`src/rtl/hbridge_deadtime_driver.sv`:
```
// Full H-bridge gate driver with dead-time insertion, shoot-through blocking,
// illegal-command flagging and a filtered, latched overcurrent fault.
module hbridge_deadtime_driver #(
  parameter int DT_WIDTH     = 8,
  parameter int FAULT_FILTER = 3
) (
  input  logic                clk,
  input  logic                reset_n,
  input  logic                drive_en,
  input  logic                motor_positive,
  input  logic                motor_negative,
  input  logic [DT_WIDTH-1:0] dead_time,
  input  logic                fault_in,
  input  logic                fault_clear,
  output logic                gate_ah,
  output logic                gate_al,
  output logic                gate_bh,
  output logic                gate_bl,
  output logic                fault_latched,
  output logic                dead_active,
  output logic                illegal_cmd
);

  typedef enum logic [2:0] {
    ST_OFF   = 3'd0,
    ST_DEAD  = 3'd1,
    ST_FWD   = 3'd2,
    ST_REV   = 3'd3,
    ST_FAULT = 3'd4
  } state_e;

  localparam logic [3:0]          FLT_MAX = 4'(FAULT_FILTER);
  localparam logic [DT_WIDTH-1:0] DT_ONE  = {{(DT_WIDTH-1){1'b0}}, 1'b1};

  state_e              state_q, state_d;
  logic [1:0]          cmd_q, cmd_d;
  logic [DT_WIDTH-1:0] dead_cnt_q, dead_cnt_d;
  logic                target_q, target_d;
  logic                sync1_q, sync2_q;
  logic [3:0]          flt_cnt_q, flt_cnt_d;
  logic                illegal_q, illegal_d;
  logic                gate_ah_q, gate_al_q, gate_bh_q, gate_bl_q;
  logic                gate_ah_d, gate_al_d, gate_bh_d, gate_bl_d;
  logic                fault_latched_q, fault_latched_d;
  logic                dead_active_q, dead_active_d;

  logic                cmd_fwd, cmd_rev, cmd_on, trip;
  logic [DT_WIDTH-1:0] dt_eff;

  // Valid/ready is not used here: every input is sampled each cycle and every
  // output is a registered level that is meaningful in every cycle.
  assign cmd_d   = {motor_positive, motor_negative};
  assign cmd_fwd = (cmd_q == 2'b10);
  assign cmd_rev = (cmd_q == 2'b01);
  assign cmd_on  = cmd_fwd | cmd_rev;
  assign trip    = (flt_cnt_q == FLT_MAX);
  assign dt_eff  = (dead_time == '0) ? DT_ONE : dead_time;

  // State register: also holds the command, synchronizer and filter flops.
  always_ff @(posedge clk or negedge reset_n) begin
    if (!reset_n) begin
      state_q         <= ST_OFF;
      cmd_q           <= 2'b00;
      dead_cnt_q      <= '0;
      target_q        <= 1'b0;
      sync1_q         <= 1'b0;
      sync2_q         <= 1'b0;
      flt_cnt_q       <= 4'd0;
      illegal_q       <= 1'b0;
      gate_ah_q       <= 1'b0;
      gate_al_q       <= 1'b0;
      gate_bh_q       <= 1'b0;
      gate_bl_q       <= 1'b0;
      fault_latched_q <= 1'b0;
      dead_active_q   <= 1'b0;
    end else begin
      state_q         <= state_d;
      cmd_q           <= cmd_d;
      dead_cnt_q      <= dead_cnt_d;
      target_q        <= target_d;
      sync1_q         <= fault_in;
      sync2_q         <= sync1_q;
      flt_cnt_q       <= flt_cnt_d;
      illegal_q       <= illegal_d;
      gate_ah_q       <= gate_ah_d;
      gate_al_q       <= gate_al_d;
      gate_bh_q       <= gate_bh_d;
      gate_bl_q       <= gate_bl_d;
      fault_latched_q <= fault_latched_d;
      dead_active_q   <= dead_active_d;
    end
  end

  always_comb begin
    flt_cnt_d = 4'd0;
    if (sync2_q) begin
      flt_cnt_d = trip ? FLT_MAX : flt_cnt_q + 4'd1;
    end
    // A still-present illegal command re-sets the flag even during a clear.
    illegal_d = (illegal_q & ~fault_clear) | (cmd_q == 2'b11);
  end

  // Next-state logic; priority is fault trip, then drive_en, then commands.
  always_comb begin
    state_d    = state_q;
    dead_cnt_d = dead_cnt_q;
    target_d   = target_q;
    if (trip) begin
      state_d = ST_FAULT;
    end else if (state_q == ST_FAULT) begin
      if (fault_clear && !sync2_q) begin
        state_d = ST_OFF;
      end
    end else if (!drive_en) begin
      state_d = ST_OFF;
    end else begin
      unique case (state_q)
        ST_OFF: begin
          if (cmd_on) begin
            state_d    = ST_DEAD;
            dead_cnt_d = dt_eff;
            target_d   = cmd_rev;
          end
        end
        ST_DEAD: begin
          if (!cmd_on) begin
            state_d = ST_OFF;
          end else begin
            target_d = cmd_rev;
            if (dead_cnt_q == DT_ONE) begin
              state_d = cmd_rev ? ST_REV : ST_FWD;
            end else begin
              dead_cnt_d = dead_cnt_q - DT_ONE;
            end
          end
        end
        ST_FWD: begin
          if (cmd_rev) begin
            state_d    = ST_DEAD;
            dead_cnt_d = dt_eff;
            target_d   = 1'b1;
          end else if (!cmd_fwd) begin
            state_d = ST_OFF;
          end
        end
        ST_REV: begin
          if (cmd_fwd) begin
            state_d    = ST_DEAD;
            dead_cnt_d = dt_eff;
            target_d   = 1'b0;
          end else if (!cmd_rev) begin
            state_d = ST_OFF;
          end
        end
        default: state_d = ST_OFF;
      endcase
    end
  end

  // Outputs decoded from the next state so they register alongside it.
  always_comb begin
    gate_ah_d       = (state_d == ST_FWD);
    gate_bl_d       = (state_d == ST_FWD);
    gate_bh_d       = (state_d == ST_REV);
    gate_al_d       = (state_d == ST_REV);
    fault_latched_d = (state_d == ST_FAULT);
    dead_active_d   = (state_d == ST_DEAD);
  end

  assign gate_ah       = gate_ah_q;
  assign gate_al       = gate_al_q;
  assign gate_bh       = gate_bh_q;
  assign gate_bl       = gate_bl_q;
  assign fault_latched = fault_latched_q;
  assign dead_active   = dead_active_q;
  assign illegal_cmd   = illegal_q;

endmodule

```
`config.mk`:
```
export PLATFORM = sky130hd
export DESIGN_NAME = hbridge_deadtime_driver
export DESIGN_NICKNAME = d
export VERILOG_FILES = /design/src/rtl/hbridge_deadtime_driver.sv
export SDC_FILE = /design/constraint.sdc
export NUM_CORES = 1
export LEC_CHECK = 0
export ABC_AREA = 1
export BUFFER_PORTS_ARGS = -buffer_cell sky130_fd_sc_hd__buf_4
export CORE_MARGIN = 2
export CORE_UTILIZATION = 55
export DETAILED_ROUTE_END_ITERATION = 6
export PLACE_DENSITY = 0.85
export SETUP_SLACK_MARGIN = 0.15
export SLEW_MARGIN = 20
export SYNTH_ARGS = -nofsm -noshare
export SYNTH_HDL_FRONTEND = slang
export SYNTH_SLANG_ARGS = --single-unit
```
`constraint.sdc`:
```
create_clock -name clk -period 2.2 [get_ports clk]
set_clock_uncertainty 0.15 [all_clocks]
set_input_delay 0.33 -clock clk [delete_from_list [all_inputs] [get_ports clk]]
set_output_delay 0.33 -clock clk [all_outputs]
set_load 0.02 [all_outputs]
```
==> results of run 1 <==
[per-layer routing]
layer | part of all wire (%) | track usage (%) | vias up
li1 | - | - | 605
met1 | 44 | 25.44 | 527
met2 | 50 | 36.55 | 28
met3 | 3.2 | 3.005 | 10
met4 | 2.8 | 9.167 | 0
met5 | 0 | 0 | -
[sequential cells by signal, indices dropped and copies added, names as in the netlist]
register,cells
sync2_q,1
sync1_q,1
illegal_cmd,1
flt_cnt_q,4
gate_bh,1
state_q,3
dead_active,1
cmd_q,2
dead_cnt_q,8
gate_bl,1
fault_latched,1
[metrics by stage]
stage                     worst slack, ns  hold WS (ns)  instance area [µm²]  cells  power, mW
after floorplan                    0.6417       -0.1156                 1406    179      1.090
after global placement             0.5154       0.08723                 1575    227      1.199
after detailed placement           0.4563       0.09684                 1575    227      1.236
after CTS                          0.4271        0.1453                 1668    235      1.554
after global routing               0.3370        0.1417                 1668    235      1.667
final                              0.4326        0.1476                 1668    235      1.548
[power groups by stage]
stage                     sequential [mW]  combinational (mW)  clock, mW
after floorplan                     0.635               0.455          0
after global placement              0.640               0.559          0
after detailed placement            0.645               0.591          0
after CTS                           0.637               0.597      0.319
after global routing                0.654               0.677      0.337
final                               0.639               0.594      0.315
[synth_stat cells (2+ instances only)]
library cell	number
a21oi_1	2
buf_4	2
dfrtp_1	24
ha_1	6
inv_1	22
inv_2	3
nand2_1	53
nand2_2	4
nand2_4	2
nand3_1	8
nand3_2	2
nand4_1	4
nor2_1	25
nor2_4	3
o21ai_0	4
o21ai_2	3
xnor2_1	2
[cell type report]
class / instances / area [µm²]
Multi-Input combinational cell: 127 / 685.7
Timing Repair Buffer: 25 / 197.7
Clock inverter: 1 / 30.03
Tap cell: 30 / 37.54
Inverter: 25 / 93.84
Clock buffer: 3 / 22.52
Fill cell: 206 / 787.0
Sequential cell: 24 / 600.6
[logic make-up after synthesis]
logic type	count (synthesis)	synth area share, %
AO/OA/AOI/OAI	13	6.229
buffers and inverters	28	8.541
flip-flops	24	42.70
XOR/XNOR	3	1.869
adder cells (fa/ha/maj)	6	5.338
AND/OR/NAND/NOR	105	35.32
[path summary, 6_finish.rpt]
check	end	slack [ns]	depth (start not counted)
worst max-delay path	dead_cnt_q[1]$_DFFE_PN0P_	0.43	9
worst min-delay path	illegal_cmd$_DFF_PN0_	0.15	3
worst max register to register	dead_cnt_q[1]$_DFFE_PN0P_	0.43	9
worst min register to register	sync2_q$_DFF_PN0_	0.22	0
max in group asynchronous	state_q[2]$_DFF_PN0_	1.39	2
min in group asynchronous	sync1_q$_DFF_PN0_	0.27	2
[tightest hold or removal path: cells and delay by family]
family / cells / cell delay, ns
AO/OA/AOI/OAI: 1 / 0.15
buffers and inverters: 2 / 0.11
==> results.md, run 1 <==
* Outcome: completed
* Final wirelength at 2656 µm
* Layout Nets at 227
* Clk pin slew, worst setup/hold paths at 0.13 ns
* CTS tree: built
* DIE HEIGHT at 54.57 µm
* Achievable frequency at 565.8 MHz
* Top cell type's share of synthesized area at 42.70%
* Ys flop type: dfrtp_1
* Port buffer count at 21
* Reg2reg start: cmd_q[0]$_DFF_PN0_
* VDD IR max at 631.2 µV
* Worst Path Buf+Inv at 3
* Number of synthesized register bits at 24
* Cell family with most CP delay: simple AND/OR/NAND/NOR gates
* Clock network fraction of total power at 20.4%
* Row Count at 18
* Initial core utilization at 57.29%
* Antenna viol nets, final at 0
* Sw Share at 38.54%
* Worst-skew pair later-pin latency at 0.31 ns
* Seq/Total Area, Yosys at 42.70%
* Layout cell share with drive strength beyond 1 at 21.46%
* Pwr dens at 928.0 mW/mm²
* Most frequent cells in the layout: nand2_1, nor2_1, dfrtp_1, inv_1, buf_4
* Area grow syn2layout at 18.59%
* Max transition margin at 78.47%
* Clock Sink Count at 24
* Max cap viols at 0
* RePlAce Congestion at 0.9065
* Vias post-DR at 1170
* Die X at 54.57 µm
* Post-synth EDFFs at 0
* Maximum clock insertion buffer count at 2
* Yosys cell types at 27
* Post-synthesis net count at 200
* Routed len/inst at 11.30 µm
* Antenna violations before repair at 0
* Post-CTS Setup Inserts at 0
* Worst Max-Slew Pin Slew at 0.3222 ns
* Final Hold Viols at 0
* RSZ-0062 raised after global routing: no
* I/O pins at 22
* Cell Int Power at 951.3 µW
* Drt first pass iters at 4
* Worst path required time at 2.31 ns
* Syn Area/Cell at 7.857 µm²
* CORE AREA at 0.002455 mm²
* Max-slew violations at 0
* Warnings from Yosys at 0
* Total Neg Setup Slack at 0 ns
* Post_cts resized at 0
* Comb pwr share at 38.4%
* Crit path cell chain: inv_1 > ha_1 > inv_1 > nor2_4 > nor2_8 > inv_2 > nor2_4 > nand2_1 > o21ai_2
* Worst Path Arrival at 1.87 ns
* Post-synthesis cell area at 0.001406 mm²
* DP HPWL at 2131 µm
* CTS root buffer: clkbuf_4
* Flop pwr share at 41.3%
* Critical Path Sink Type: register
* Synth area leader: dfrtp_1
* Hold buffers post-CTS at 4
* Worst hold path startpoint: fault_clear
* Min-Delay Path Class: input port to register
* # setup viols final at 0
* FFs w/ async S/R, synth at 100.0%
* Period utilization at 80.34%
* CP max-delay cell: dfrtp_1
* Startpoint types: register
* Via density at 4.979
* Diode count at 0
* Utilization after layout at 67.94%
* Commonest non-fill, non-tap cell in the layout: nand2_1
* Min cycle time layout at 1.767 ns
* Total CTS buffers at 3
* Synth Instances at 179
* Largest net degree at the start of global routing at 25
* GRT Util Overall at 20.92%
* 1st-iter DRT viols at 24
* # DRC at 0
* P_sw at 596.5 µW
* Maximum fanout along the worst path at 12
* Area contributors post-synth: dfrtp_1, nand2_1, nor2_1, inv_1, ha_1
* DIE AREA at 0.002977 mm²
* Number of global-route vias before repair at 1069
* Static Leak at 0.9233 nW
* Global route overflow at 0
* Largest stage delay, worst path at 0.41 ns
* Crit path from: cmd_q[0]$_DFF_PN0_
* WS Path Type: register to register
* CTS H-tree depth at 1
* Global-route wire length before repair at 4409 µm
(Power assumes the default switching activity.)
==> run 2, diff against run 1 <==
CORE_UTILIZATION = 50   (was 55)
PLACE_DENSITY = 0.82   (was 0.85)
clock period = 1.5 ns   (was 2.2 ns; I/O delays follow)
==> run 2 against run 1 <==
Effect of this change: the run now ends with setup timing left; combinational power rose by 110%; sequential cell count unchanged; clock power increased by 50%; global-route usage increased by 0.14 points; cell area increased by 16%; die area increased by 9.3%; critical path depth fell by 1; register-to-register slack worse by 0.53 ns; utilization is 3.3 points higher; via count rose by 11%; highest routed layer unchanged; largest power group is now combinational cells; non-clock buffer count grew 22; wire length increased by 16%.
==> results.md, run 2 (synthesis results as in run 1) <==
* Tot Pwr at 2.634 mW (was 1.548 mW)
* Diode count at 0 (unchanged)
* Maximum clock insertion buffer count at 2 (unchanged)
* Setup slack, reg-to-reg at -0.09 ns (was 0.43 ns)
* CTS root buffer: clkbuf_4 (unchanged)
* Startpoint types: register (unchanged)
* Cell family with most CP delay: simple AND/OR/NAND/NOR gates (unchanged)
* Worst path required time at 1.61 ns (was 2.31 ns)
* Worst Path Arrival at 1.70 ns (was 1.87 ns)
* Worst-skew pair later-pin latency at 0.32 ns (was 0.31 ns)
* Max-slew violations at 0 (unchanged)
* Final Hold Viols at 0 (unchanged)
* DIE AREA at 0.003253 mm² (was 0.002977 mm²)
* Worst Hold Depth at 5 (was 3)
* Comb pwr share at 46.8% (was 38.4%)
* Design area at 0.001932 mm² (was 0.001668 mm²)
* DIE HEIGHT at 57.04 µm (was 54.57 µm)
* Critical Path Sink Type: register (unchanged)
* CTS H-tree depth at 1 (unchanged)
* Hold path endpoint: dead_cnt_q[6]$_DFFE_PN0P_ (was illegal_cmd$_DFF_PN0_)
* Routed len/inst at 11.95 µm (was 11.30 µm)
* Row Count at 19 (was 18)
* Clock Sink Count at 24 (unchanged)
* Max transition margin at 79.96% (was 78.47%)
* Via density at 5.016 (was 4.979)
* CTS tree: built (unchanged)
* Sw Share at 38.08% (was 38.54%)
* RSZ-0062 raised after global routing: yes (was no)
* Antenna viol nets, final at 0 (unchanged)
* Crit path cell chain: inv_1 > ha_2 > nand2_1 > nand4_1 > or2_0 > nand2_1 > nand2_2 > nor2_1 (was inv_1 > ha_1 > inv_1 > nor2_4 > nor2_8 > inv_2 > nor2_4 > nand2_1 > o21ai_2)
* Antenna violations before repair at 0 (unchanged)
* Reg2reg start: cmd_q[1]$_DFF_PN0_ (was cmd_q[0]$_DFF_PN0_)
* Layout cell share with drive strength beyond 1 at 36.12% (was 21.46%)
* 1st-iter DRT viols at 40 (was 24)
* CORE AREA at 0.002710 mm² (was 0.002455 mm²)
* Final Instance Count excl. Fillers at 258 (was 235)
* Cell mode on critical path: nand2_1
* Port buffer count at 21 (unchanged)
* Pwr dens at 1364 mW/mm² (was 928.0 mW/mm²)
* Max cap viols at 0 (unchanged)
* CP max-delay cell: dfrtp_1 (unchanged)
* Worst Path Buf+Inv at 1 (was 3)
* Layout Nets at 249 (was 227)
* Maximum fanout along the worst path at 3 (was 12)
* RePlAce Congestion at 0.8544 (was 0.9065)
* Total CTS buffers at 3 (unchanged)
* WS Path Type: register to register (unchanged)
* GRT Util Overall at 21.05% (was 20.92%)
* P_sw at 1.003 mW (was 596.5 µW)
* Global route overflow at 0 (unchanged)
* Commonest non-fill, non-tap cell in the layout: nand2_1 (unchanged)
* DP HPWL at 2185 µm (was 2131 µm)
* Largest regs: dead_cnt_q x8, flt_cnt_q x4, state_q x3 (unchanged)
* Min cycle time layout at 1.594 ns (was 1.767 ns)
* Largest net degree at the start of global routing at 25 (unchanged)
* I/O pins at 22 (unchanged)
* RR Endpoint: gate_bl$_DFF_PN0_ (was dead_cnt_q[1]$_DFFE_PN0P_)
* Achievable frequency at 627.4 MHz (was 565.8 MHz)
* Top reg by flops: dead_cnt_q (unchanged)
* Static Leak at 1.047 nW (was 0.9233 nW)
* Initial core utilization at 51.89% (was 57.29%)
* Utilization after layout at 71.28% (was 67.94%)
* Final wirelength at 3082 µm (was 2656 µm)
* Vias post-DR at 1294 (was 1170)
* Total Neg Setup Slack at -0.4759 ns (was 0 ns)
* VDD IR max at 1111 µV (was 631.2 µV)
* Most frequent cells in the layout: nand2_1, buf_4, nor2_1, dfrtp_1, inv_1 (was nand2_1, nor2_1, dfrtp_1, inv_1, buf_4)
* Worst Max-Slew Pin Slew at 0.3006 ns (was 0.3222 ns)
* Setup ws final at -0.09391 ns (was 0.4326 ns)
* # setup viols final at 11 (was 0)
* Cell Int Power at 1.631 mW (was 951.3 µW)
* Clk pin slew, worst setup/hold paths at 0.14 ns (was 0.13 ns)
* Area grow syn2layout at 37.37% (was 18.59%)
* Die X at 57.04 µm (was 54.57 µm)
* Period utilization at 106.3% (was 80.34%)
* Min-Delay Path Class: input port to register (unchanged)
* Failing checks: setup timing
* Placed insts at 247 (was 227)
* Largest stage delay, worst path at 0.44 ns (was 0.41 ns)
* Number of global-route vias before repair at 1263 (was 1069)
* Placed instance area at 0.001764 mm² (was 0.001575 mm²)
* Max reg flops at 8 (unchanged)
* Clock network fraction of total power at 17.9% (was 20.4%)
* Drt first pass iters at 4 (unchanged)
* Global-route wire length before repair at 5319 µm (was 4409 µm)
* Outcome: finished with violations (was completed)
* Worst hold path startpoint: dead_time[6] (was fault_clear)
* Flop pwr share at 35.4% (was 41.3%)
* # DRC at 0 (unchanged)
* R2R cell count at 8 (was 9)
## run 2: cell count changes in the layout (fill, tap and decap cells not counted), sizes merged
cell / before / now
buf: 21 / 43
## run 2: power by group through the flow
stage | combinational [mW] | sequential [mW] | clock, mW
after CTS | 1.19 | 0.921 | 0.473
after global routing | 1.38 | 0.955 | 0.513
final | 1.23 | 0.932 | 0.471
after floorplan | 0.678 | 0.939 | 0
after detailed placement | 1.12 | 0.925 | 0
after global placement | 1.09 | 0.919 | 0
## run 2: through the flow
step / hold WS, ns / setup slack (ns)
6_report: 0.06040 / -0.09391
5_1_grt: 0.05631 / -0.1766
4_1_cts: 0.05004 / -0.05011
3_5_place_dp: -0.01287 / -0.04993
3_3_place_gp: -0.01692 / -0.0009979
2_1_floorplan: -0.2206 / 0.03200
## run 2: worst reg2reg max path, cell delays in order, from the launching register on
cell	delay (ns)
dfrtp_1	0.44
inv_1	0.06
ha_2	0.18
nand2_1	0.06
nand4_1	0.14
or2_0	0.24
nand2_1	0.11
nand2_2	0.08
nor2_1	0.09
## run 2: layout make-up
cell class	instances	area, µm²
fill	216	778.2
multi-input combinational	127	767.0
sequential	24	600.6
timing repair buffer	47	379.1
inverter	25	93.84
tap	31	38.79
clock inverter	1	30.03
clock buffer	3	22.52
## run 2: how the worst max path moves through the flow
stage | startpoint | end | slack, ns | cells past startpoint
after CTS | cmd_q[0]$_DFF_PN0_ | dead_cnt_q[7]$_DFFE_PN0P_ | -0.05 | 10
after global placement | cmd_q[1]$_DFF_PN0_ | dead_cnt_q[5]$_DFFE_PN0P_ | -0.001 | 8
final | cmd_q[1]$_DFF_PN0_ | gate_bl$_DFF_PN0_ | -0.09 | 8
after floorplan | cmd_q[1]$_DFF_PN0_ | gate_bl$_DFF_PN0_ | 0.03 | 8
after detailed placement | cmd_q[1]$_DFF_PN0_ | dead_cnt_q[5]$_DFFE_PN0P_ | -0.05 | 8
after global routing | cmd_q[1]$_DFF_PN0_ | gate_bh$_DFF_PN0_ | -0.18 | 8
## run 2: timing repair
action | in CTS | in global routing
setup buffers | 3 | 0
resized for setup | 10 | 4
pin swaps | 6 | 0
hold buffers | 4 | 0
endpoints found under the hold margin | 27 | 0
setup endpoints to repair | 13 | 13
## run 2: metal layers
| layer | track usage [%] | up-vias | routed length, µm |
|---|---|---|---|
| li1 | - | 648 | - |
| met1 | 26.92 | 599 | 1336 |
| met2 | 34.81 | 35 | 1519 |
| met3 | 2.721 | 12 | 124 |
| met4 | 11.30 | 0 | 101 |
| met5 | 0 | - | 0 |
==> run 3, diff against run 2 <==
CORE_MARGIN = not set   (was 2)
clock period = 1.4 ns   (was 1.5 ns; I/O delays follow)
==> run 3 against run 2 <==
Effect of this change: hold slack lost 0.0083 ns; first-iteration DRC count rose to 2.8 times the previous value; critical path type unchanged; wire length rose by 57%; sequential power increased by 8%; the flow still finishes with violations (setup timing); combinational power up 48%; critical path depth stayed put.
==> results.md, run 3 (synthesis results as in run 1) <==
* Outcome: finished with violations (unchanged)
* Failing checks: setup timing (unchanged)
* DIE AREA at 0.003029 mm² (was 0.003253 mm²)
* Vias post-DR at 1588 (was 1294)
* Area grow syn2layout at 55.87% (was 37.37%)
* Period utilization at 123.5% (was 106.3%)
* Crit path from: dead_cnt_q[1]$_DFFE_PN0P_ (was cmd_q[1]$_DFF_PN0_)
* Worst Path Arrival at 1.81 ns (was 1.70 ns)
* WS Path Type: register to register (unchanged)
* Fillers at 119 (was 216)
* Antenna violations before repair at 0 (unchanged)
* # DRC at 0 (unchanged)
* Largest stage delay, worst path at 0.44 ns (about the same)
* Max transition margin at 78.64% (was 79.96%)
* Setup ws final at -0.3294 ns (was -0.09391 ns)
* RePlAce Congestion at 0.8990 (was 0.8544)
* Routed len/inst at 17.66 µm (was 11.95 µm)
* Row Count at 18 (was 19)
* Number of global-route vias before repair at 1398 (was 1263)
* # setup viols final at 15 (was 11)
* Achievable frequency at 578.2 MHz (was 627.4 MHz)
* Maximum clock insertion buffer count at 2 (unchanged)
* I/O pins at 22 (unchanged)
* CTS H-tree depth at 1 (unchanged)
* Die X at 55.04 µm (was 57.04 µm)
* Final Hold Viols at 0 (unchanged)
* DP HPWL at 2511 µm (was 2185 µm)
* Port buffer count at 21 (unchanged)
* Initial core utilization at 54.78% (was 51.89%)
* DIE HEIGHT at 55.04 µm (was 57.04 µm)
* Final wirelength at 4839 µm (was 3082 µm)
* Worst Path Buf+Inv at 2 (was 1)
* Worst-skew pair later-pin latency at 0.32 ns (about the same)
* GRT Util Overall at 28.37% (was 21.05%)
* Worst Max-Slew Pin Slew at 0.3204 ns (was 0.3006 ns)
* Diode count at 0 (unchanged)
* Tot Pwr at 3.339 mW (was 2.634 mW)
* Crit path cell chain: inv_2 > buf_4 > ha_2 > nor2_1 > o21ai_0 > nand2_1 > nand2_4 > o21ai_2 (was inv_1 > ha_2 > nand2_1 > nand4_1 > or2_0 > nand2_1 > nand2_2 > nor2_1)
* Layout Nets at 266 (was 249)
* CP max-delay cell: dfrtp_1 (unchanged)
* Cell family with most CP delay: flip-flops (was simple AND/OR/NAND/NOR gates)
* Via density at 5.796 (was 5.016)
* 1st-iter DRT viols at 112 (was 40)
* Antenna viol nets, final at 0 (unchanged)
* Global route overflow at 0 (unchanged)
* Global-route wire length before repair at 5975 µm (was 5319 µm)
* Static Leak at 1.148 nW (was 1.047 nW)
* Clock Sink Count at 24 (unchanged)
* VDD IR max at 1201 µV (was 1111 µV)
* Worst path required time at 1.48 ns (was 1.61 ns)
* Largest regs: dead_cnt_q x8, flt_cnt_q x4, state_q x3 (unchanged)
* Max reg flops at 8 (unchanged)
* Utilization after layout at 85.38% (was 71.28%)
* Layout cell share with drive strength beyond 1 at 48.36% (was 36.12%)
* Drt first pass iters at 5 (was 4)
* Most frequent cells in the layout: buf_4, nand2_1, dfrtp_1, nor2_1, inv_1 (was nand2_1, buf_4, nor2_1, dfrtp_1, inv_1)
* Maximum fanout along the worst path at 6 (was 3)
* Clk pin slew, worst setup/hold paths at 0.14 ns (about the same)
* Total CTS buffers at 3 (unchanged)
* Placed instance area at 0.001843 mm² (was 0.001764 mm²)
* Critical Path Sink Type: register (unchanged)
* Pwr dens at 1523 mW/mm² (was 1364 mW/mm²)
* Design area at 0.002192 mm² (was 0.001932 mm²)
* CORE AREA at 0.002567 mm² (was 0.002710 mm²)
* Reg2reg start: dead_cnt_q[1]$_DFFE_PN0P_ (was cmd_q[1]$_DFF_PN0_)
* CTS tree: built (unchanged)
* Worst hold path startpoint: dead_time[3] (was dead_time[6])
* Startpoint types: register (unchanged)
* Largest net degree at the start of global routing at 25 (unchanged)
* Post-Place Worst Slack at -0.1677 ns (was -0.04993 ns)
* Top reg by flops: dead_cnt_q (unchanged)
* Commonest non-fill, non-tap cell in the layout: buf_4 (was nand2_1)
* Min cycle time layout at 1.729 ns (was 1.594 ns)
* RSZ-0062 raised after global routing: yes (unchanged)
* Max-slew violations at 0 (unchanged)
* Min-Delay Path Class: input port to register (unchanged)
* Max cap viols at 0 (unchanged)
* CTS root buffer: clkbuf_4 (unchanged)
## run 3: layout make-up
class	count	area, µm²	area share, %
sequential	24	601.8	27.45
clock buffer	3	22.52	1.027
multi-input combinational	127	834.6	38.07
clock inverter	1	30.03	1.370
inverter	25	98.84	4.509
timing repair buffer	64	566.8	25.86
tap	30	37.54	1.712
## run 3: worst paths after layout
path	end	slack [ns]	depth (start not counted)
min in group asynchronous	illegal_cmd$_DFF_PN0_	0.16	2
setup / recovery	dead_cnt_q[2]$_DFFE_PN0P_	-0.33	8
setup reg to reg	dead_cnt_q[2]$_DFFE_PN0P_	-0.33	8
hold / removal	dead_cnt_q[3]$_DFFE_PN0P_	0.05	5
hold reg to reg	sync2_q$_DFF_PN0_	0.22	0
max in group asynchronous	cmd_q[0]$_DFF_PN0_	0.68	2
## run 3: per-layer routing
layer  global-route usage, %  vias up  wire length [µm]
met3                   5.191       36               420
met1                   31.74      744              1682
met5                       0        -                 0
met4                   13.33        0               263
li1                        -      682                 -
met2                   51.41      126              2473
## run 3: through the flow
stage,instances,hold slack [ns],setup TNS [ns]
after detailed placement,255,-0.02265,-1.771
after global placement,255,-0.02704,-1.175
after CTS,267,0.03096,-1.804
after global routing,274,0.06138,-4.179
final,274,0.05213,-3.003
after floorplan,179,-0.2356,-0.5950
## run 3: repair_timing
action / 4_1_cts / 5_1_grt
setup endpoints to repair: 14 / 21
pin swaps: 3 / 12
endpoints found under the hold margin: 27 / 0
cloned: 0 / 1
resized for setup: 7 / 38
setup buffers: 4 / 6
hold buffers: 4 / 0
## run 3: worst min-delay path, cell delays in order
cell and delay (ns):
buf_4 0.08, nand2_1 0.05, nand2_1 0.07, nand2_2 0.05
nand2_1 0.04
## run 3: power by group
part | switching, mW | internal (mW)
combinational | 0.989 | 0.830
clock | 0.225 | 0.289
sequential | 0.160 | 0.845
total | 1.37 | 1.97
